==> src/rtl/serdes_tx_gearbox_pkg.sv <==
// rtl/serdes_tx_gearbox_pkg.sv - shared symbol/word constants for the serdes gearboxes
package serdes_tx_gearbox_pkg;

  localparam int SYM_W  = 10;
  localparam int WORD_W = 8;
  // Worst-case merged fill is 6 leftover bits plus one 10-bit symbol; two spare bits of headroom.
  localparam int BUF_W  = 18;
  localparam int CNT_W  = 4;

  localparam logic [SYM_W-1:0] IDLE_SYM_K28_5_RDN = 10'h17C;
  localparam logic [CNT_W-1:0] CNT_FULL           = 4'd8;
  localparam logic [CNT_W-1:0] CNT_STEP           = 4'd2;

endpackage

==> src/rtl/serdes_tx_gearbox_sat_counter.sv <==
// rtl/serdes_tx_gearbox_sat_counter.sv - saturating event counter
module serdes_tx_gearbox_sat_counter #(
  parameter int W = 16
) (
  input  logic         clk,
  input  logic         rst,
  input  logic         inc,
  output logic [W-1:0] cnt
);

  logic [W-1:0] cnt_q;
  logic [W-1:0] cnt_d;

  // Increment on request, holding at all-ones instead of wrapping.
  always_comb begin
    cnt_d = cnt_q;
    if (inc && (cnt_q != {W{1'b1}})) begin
      cnt_d = cnt_q + 1'b1;
    end
  end

  // Count register with synchronous clear.
  always_ff @(posedge clk) begin
    if (rst) begin
      cnt_q <= '0;
    end else begin
      cnt_q <= cnt_d;
    end
  end

  assign cnt = cnt_q;

endmodule

==> src/rtl/serdes_tx_gearbox.sv <==
// rtl/serdes_tx_gearbox.sv - 10-bit symbol to 8-bit word transmit gearbox with idle fill
module serdes_tx_gearbox
  import serdes_tx_gearbox_pkg::*;
#(
  parameter logic [SYM_W-1:0] IDLE_SYM = IDLE_SYM_K28_5_RDN,
  parameter int               UFLOW_W  = 16
) (
  input  logic               clk,
  input  logic               rst,
  input  logic               en,
  input  logic [SYM_W-1:0]   s_data,
  input  logic               s_valid,
  output logic               s_ready,
  output logic [WORD_W-1:0]  out_data,
  output logic [UFLOW_W-1:0] uflow_cnt,
  output logic               uflow
);

  logic [BUF_W-1:0]  buf_q;
  logic [BUF_W-1:0]  buf_d;
  logic [CNT_W-1:0]  cnt_q;
  logic [CNT_W-1:0]  cnt_d;
  logic [WORD_W-1:0] out_data_q;
  logic [WORD_W-1:0] out_data_d;
  logic              uflow_q;
  logic              uflow_d;

  logic              room;
  logic              take;
  logic [SYM_W-1:0]  sym;
  logic [BUF_W-1:0]  appended;
  logic [BUF_W-1:0]  merged;

  // A symbol slot opens whenever fewer than a full word of bits is buffered; it depends
  // only on registered fill so s_ready never sees s_valid/s_data.
  assign room    = (cnt_q < CNT_FULL);
  assign take    = en & room;
  assign s_ready = en & ~rst & room;

  // Append the symbol (or idle on underrun) above the leftover bits, emit the low word,
  // keep the rest. Dropping en flushes everything, discarding any partial symbol.
  always_comb begin
    sym        = s_valid ? s_data : IDLE_SYM;
    appended   = take ? ({{(BUF_W-SYM_W){1'b0}}, sym} << cnt_q) : '0;
    merged     = buf_q | appended;
    buf_d      = '0;
    cnt_d      = '0;
    out_data_d = '0;
    uflow_d    = 1'b0;
    if (en) begin
      out_data_d = merged[WORD_W-1:0];
      buf_d      = merged >> WORD_W;
      cnt_d      = room ? (cnt_q + CNT_STEP) : '0;
      uflow_d    = take & ~s_valid;
    end
  end

  // Gearbox state and registered outputs.
  always_ff @(posedge clk) begin
    if (rst) begin
      buf_q      <= '0;
      cnt_q      <= '0;
      out_data_q <= '0;
      uflow_q    <= 1'b0;
    end else begin
      buf_q      <= buf_d;
      cnt_q      <= cnt_d;
      out_data_q <= out_data_d;
      uflow_q    <= uflow_d;
    end
  end

  serdes_tx_gearbox_sat_counter #(
    .W (UFLOW_W)
  ) u_uflow_cnt (
    .clk (clk),
    .rst (rst),
    .inc (uflow_d),
    .cnt (uflow_cnt)
  );

  assign out_data = out_data_q;
  assign uflow    = uflow_q;

endmodule

==> config.mk <==
export PLATFORM = sky130hd
export DESIGN_NAME = serdes_tx_gearbox
export DESIGN_NICKNAME = d
export VERILOG_FILES = /design/src/rtl/serdes_tx_gearbox_pkg.sv /design/src/rtl/serdes_tx_gearbox_sat_counter.sv /design/src/rtl/serdes_tx_gearbox.sv
export SDC_FILE = /design/constraint.sdc
export NUM_CORES = 1
export LEC_CHECK = 0
export BUFFER_PORTS_ARGS = -buffer_cell sky130_fd_sc_hd__buf_2
export CAP_MARGIN = 20
export CORE_ASPECT_RATIO = 0.8
export CORE_UTILIZATION = 56
export DETAILED_ROUTE_END_ITERATION = 7
export GPL_TIMING_DRIVEN = 0
export PLACE_DENSITY = 0.92
export SYNTH_ARGS = -nofsm -noshare
export SYNTH_HDL_FRONTEND = slang
export SYNTH_SLANG_ARGS = --single-unit
==> constraint.sdc <==
create_clock -name clk -period 6.3 [get_ports clk]
set_clock_uncertainty 0.05 [all_clocks]
set_input_delay 1.575 -clock clk [delete_from_list [all_inputs] [get_ports clk]]
set_output_delay 1.575 -clock clk [all_outputs]
set_load 0.1 [all_outputs]
---- Yosys cells after proc, flatten, opt, wreduce, memory -nomap -nowiden ----
Index checks and enable logic that the tools add are counted.
storage, ports and cells
  bits in registers ....................... 47
  output and inout port bits .............. 26
  word-level logic and storage cells ...... 26
operators by class
  add/sub/neg operators ................... 2
  magnitude comparators ................... 1
  eq/ne operators ......................... 1
  shifts and indexed selects .............. 1
  multiplexer cells ....................... 3
  bitwise gates (word level) .............. 9
  reductions and logical operators ........ 3
operator list
  kind                                               number
  two-way mux 18 bit                                 1
  bitwise OR 18 bit                                  1
  left shift 10 x 4 -> 18 bit                        1
  adder 16 x 1 -> 16 bit, second input constant      1
  inequality test 16 bit, second input constant      1
  two-way mux 10 bit                                 1
  adder 4 x 2 -> 4 bit, second input constant        1
  bitwise AND 1 bit                                  4
  less-than comparator 4 bit, second input constant  1
  inverter 1 bit                                     4
  OR reduction 3 bit                                 1
  OR reduction 2 bit                                 1
  logical AND 1 bit                                  1
  two-way mux 1 bit                                  1

---- Depth between registers and ports, before layout ----
  depth after elaboration ................. 5
  mapped depth ............................ 6
  depth with buffers taken out ............ 5

---- Cells and area by module ----
Synthesis repeated with hierarchy kept, for this count alone.
second synthesis, totals
  cell total of the unflattened synthesis .. 208
  area total of the unflattened synthesis .. 1,843.0 µm²
by module, submodules not included
  module                         instances  cells an instance  area each (µm²)  seq. area each (µm²)
  serdes_tx_gearbox              1          109                994.7            440.4
  serdes_tx_gearbox_sat_counter  1          99                 848.3            320.3

---- Worst setup path after synthesis ----
Ideal clock, no wire load.
  path type ............................... input-to-output
  start point ............................. input port en
  end point ............................... output port s_ready
  arrival ................................. 2.597 ns
  required time ........................... 4.675 ns
  path slack .............................. 2.078 ns
  cell stages on the path ................. 3
  cells stage by stage .................... nor2b_1 > nand2b_1 > inv_1
between the ends
  longest elaborated chain between the ends .. 2
ends and longest elaborated chain
  item                            RTL line                 source
  start: declaration              serdes_tx_gearbox.sv:10  input logic en,
  bitwise AND 1 bit (2 in a row)  serdes_tx_gearbox.sv:38  assign s_ready = en & ~rst & room;
  end: declaration                serdes_tx_gearbox.sv:13  output logic s_ready,
No other way between the ends.

---- Final worst setup path ----
Ends and elaborated chain as after synthesis.

==> out/qor.tcl <==
set qor(outcome) {finished clean}
set qor(final.fill_count) 209
set qor(avgRoutedWirePerCell_um) 14.7
set qor(routabilityCongestion) 0.869
set qor(clkSinkCount) 38
set qor(yosysSeqAreaShare_pct) 44.3
set qor(report.power.total_w) 0.000572
set qor(unrepaired_setup_endpoints_after_global_routing) {false}
set qor(post_detail_place_hpwl_mm) 2.87
set qor(length_of_the_first_detailed_routing_pass_in_iterations) 4
set qor(post_cts_resized) 0
set qor(number_of_buffers_created_by_cts) 5
set qor(synth_compound_gate_area_share_pct) 18.7
set qor(grt_overflow_total) 0
set qor(cts_post_setup_buffers_inserted) 0
set qor(final_nets) 257
set qor(drive_above_1_share_pct) 21.1
set qor(setup_total_negative_slack_ns) 0
set qor(die_area_mm2) 0.00329
set qor(crit_path_start_kind) {input pin}
set qor(yosys.area_share.xor_xnor_pct) 1.02
set qor(dpl_cell_area_mm2) 0.00195
set qor(timing.hold.worst.class) {reg -> reg}
set qor(grt_usage_pct) 27.1
set qor(area_delta_synth_final_pct) 22.1
set qor(synth_fa_ha_area_share_pct) 1.46
set qor(fmax_mhz) 221
set qor(irDropWorstVdd_uv) 183
set qor(placementRows) 17
set qor(setup-violations-final) 0
set qor(timing.max_cap.violations) 0
set qor(critPathRequiredTime_ns) 4.68
set qor(cts.root.buffer_cell) {sky130_fd_sc_hd__clkbuf_8}
set qor(timing_worst_slew_pin_value_ns) 0.833
set qor(dpl.cell_count) 272
set qor(synth.mux.area_fraction_pct) 5.40
set qor(core_region_area_mm2) 0.00283
set qor(fp.dieW_um) 63.9
set qor(most_frequent_cells_in_the_layout) {38 x sky130_fd_sc_hd__dfxtp_1, 37 x sky130_fd_sc_hd__buf_2, 23 x sky130_fd_sc_hd__a21oi_1, 14 x sky130_fd_sc_hd__nor2_1, 13 x sky130_fd_sc_hd__o21ai_0}
set qor(worst_skew_pair.late_latency_ns) 0.30
set qor(count_of_pins_on_the_block_boundary) 40
set qor(route.antenna.remaining_nets) 0
set qor(worst-setup-path-type) {in -> out}
set qor(synth-seq-cells) 38
set qor(port_buffers) 37
set qor(worstSetupEndpointType) {primary output}
set qor(detailroute.via_count) 1659
set qor(cell_area_power_density_mw_per_mm2) 273
set qor(cts.reportedPaths.clkPinSlew_ns) 0.07
set qor(pin_count_of_the_biggest_net_entering_global_routing) 13
set qor(syn-instance-count) 196
set qor(drt-vias-per-instance) 5.93
set qor(total_of_hold_buffers_inserted_after_clock_tree_synthesis) 0
set qor(ys_types) 42
set qor(drcViolationCount) 0
set qor(leakage_nw) 0.825
set qor(vias_in_the_first_global_route) 1458
set qor(grt_first_pass_wirelength_mm) 6.64
set qor(synth_top_family_by_area) {simple AND/OR/NAND/NOR gates}
set qor(yosysWarnings) 0
set qor(fp.dieH_um) 51.5
set qor(dr.first_iter.drc_count) 87
set qor(synth-simple-area-share_pct) 24.0
set qor(postLayoutCellArea_mm2) 0.00209
set qor(layout.cells.most_common) {sky130_fd_sc_hd__dfxtp_1}
set qor(slew-limit-headroom_pct) 43.9
set qor(postSynthAreaPerCell_um2) 8.75
set qor(share_of_the_clock_period_used_by_the_worst_path_pct) 71.7
set qor(h-tree-depth) 2
set qor(cts_max_path_buffers) 2
set qor(cts_tree) {built}
set qor(period_needed_ns) 4.52
set qor(hold_viol) 0
set qor(finalNonFillerCells) 280
set qor(worst-endpoint-arrival_ns) 2.89
set qor(slew_violations) 0
set qor(routed_wirelength_mm) 4.11
set qor(initial_core_utilization_pct) 60.6
set qor(post_synth_instance_area_mm2) 0.00172
set qor(crit_path_max_fanout) 6
set qor(n_antenna_cell) 0
set qor(grt_antenna_before_repair) 0
[state kept, by name (all words and copies together), names as in the netlist]
| signal | cells |
|---|---|
| uflow | 1 |
| u_uflow_cnt.cnt | 16 |
| cnt_q | 3 |
| buf_q | 10 |
| out_data | 8 |
[routing by layer]
metal | share of wire [%] | wire [µm] | GRT usage (%) | vias to the layer above
met1 | 45 | 1850 | 35.9 | 776
li1 | - | - | - | 799
met3 | 8.5 | 350 | 5.70 | 8
met5 | 0 | 0 | 0 | -
met4 | 1.8 | 75 | 12.1 | 0
met2 | 45 | 1840 | 42.9 | 76
[Yosys cell counts]
cell | instances | share of area, %
sky130_fd_sc_hd__dfxtp_1 | 38 | 44
sky130_fd_sc_hd__a21oi_1 | 23 | 6.7
sky130_fd_sc_hd__nor2_1 | 14 | 3.1
sky130_fd_sc_hd__o21ai_0 | 13 | 3.8
sky130_fd_sc_hd__inv_1 | 10 | 2.2
sky130_fd_sc_hd__or3_1 | 9 | 3.3
sky130_fd_sc_hd__clkbuf_1 | 7 | 1.5
sky130_fd_sc_hd__mux2i_1 | 7 | 4.1
sky130_fd_sc_hd__nand2_1 | 7 | 1.5
sky130_fd_sc_hd__nand4_1 | 7 | 2.6
sky130_fd_sc_hd__nand2b_1 | 5 | 1.8
sky130_fd_sc_hd__nand3_1 | 5 | 1.5
sky130_fd_sc_hd__o31ai_1 | 5 | 2.2
sky130_fd_sc_hd__or4_1 | 5 | 2.2
sky130_fd_sc_hd__nor2b_1 | 4 | 1.5
sky130_fd_sc_hd__and2_1 | 3 | 1.1
sky130_fd_sc_hd__nor3_1 | 3 | 0.88
sky130_fd_sc_hd__a31oi_1 | 2 | 0.73
sky130_fd_sc_hd__buf_1 | 2 | 0.44
sky130_fd_sc_hd__ha_1 | 2 | 1.5
sky130_fd_sc_hd__nand3b_1 | 2 | 0.88
sky130_fd_sc_hd__or2_2 | 2 | 0.73
sky130_fd_sc_hd__xor2_1 | 2 | 1.0
sky130_fd_sc_hd__a211o_1 | 1 | 0.51
sky130_fd_sc_hd__a21boi_0 | 1 | 0.44
sky130_fd_sc_hd__a221oi_1 | 1 | 0.51
sky130_fd_sc_hd__a22oi_1 | 1 | 0.44
sky130_fd_sc_hd__a311oi_1 | 1 | 0.51
sky130_fd_sc_hd__buf_6 | 1 | 0.66
sky130_fd_sc_hd__conb_1 | 1 | 0.22
sky130_fd_sc_hd__mux4_2 | 1 | 1.3
sky130_fd_sc_hd__nand4bb_1 | 1 | 0.66
sky130_fd_sc_hd__nor3b_1 | 1 | 0.44
sky130_fd_sc_hd__nor4_1 | 1 | 0.36
sky130_fd_sc_hd__nor4b_1 | 1 | 0.51
sky130_fd_sc_hd__o2111ai_1 | 1 | 0.51
sky130_fd_sc_hd__o211ai_1 | 1 | 0.44
sky130_fd_sc_hd__o2bb2ai_1 | 1 | 0.51
sky130_fd_sc_hd__o31a_1 | 1 | 0.51
sky130_fd_sc_hd__o41ai_2 | 1 | 0.95
sky130_fd_sc_hd__or2b_1 | 1 | 0.44
sky130_fd_sc_hd__or4_4 | 1 | 0.66
[final cells by class]
| type | count | area [µm²] | share of cell area (%) |
|---|---|---|---|
| Timing Repair Buffer | 37 | 185 | 8.84 |
| Sequential cell | 38 | 761 | 36.3 |
| Inverter | 10 | 37.5 | 1.79 |
| Clock buffer | 6 | 82.6 | 3.94 |
| Tap cell | 38 | 47.5 | 2.27 |
| Multi-Input combinational cell | 139 | 876 | 41.8 |
| Buffer | 10 | 45.0 | 2.15 |
| Clock inverter | 2 | 60.1 | 2.87 |
[stage by stage]
| step | setup slack, ns | hold slack, ns | util (%) |
|---|---|---|---|
| 6_report | 1.78 | 0.383 | 74.0 |
| 3_5_place_dp | 1.80 | 0.374 | 69.0 |
| 3_3_place_gp | 1.81 | 0.366 | 69.0 |
| 5_1_grt | 1.69 | 0.400 | 74.0 |
| 4_1_cts | 1.81 | 0.385 | 74.0 |
| 2_1_floorplan | 2.08 | 0.361 | - |
[final timing paths]
kind,start,end,slack (ns),depth (start not counted)
worst max-delay path,en,s_ready,1.78,5
worst max register to register,u_uflow_cnt.cnt[0],u_uflow_cnt.cnt[1],4.12,5
worst min register to register,buf_q[8],buf_q[0],0.38,2
worst min-delay path,buf_q[8],buf_q[0],0.38,2
[worst max-delay path, stage by stage]
cell and delay, ns:
sky130_fd_sc_hd__buf_2 0.12, sky130_fd_sc_hd__nor2b_1 0.39, sky130_fd_sc_hd__nand2b_1 0.19, sky130_fd_sc_hd__inv_1 0.16
sky130_fd_sc_hd__buf_2 0.45
[where the power goes]
part	switching, W	internal [W]	leakage (nW)	total (W)
Clock	0.0000890	0.000169	0.0714	0.000258
Combinational	0.0000484	0.0000177	0.445	0.0000662
Sequential	0.00000227	0.000245	0.309	0.000248
Total	0.000140	0.000432	0.825	0.000572
[logic make-up after synthesis]
logic type / Yosys count
buffers and inverters: 20
AO/OA/AOI/OAI: 53
other: 1
multiplexers: 8
flip-flops: 38
XOR/XNOR: 2
adder cells (fa/ha/maj): 2
AND/OR/NAND/NOR: 72
No activity file was read; power rests on OpenSTA's default activity.
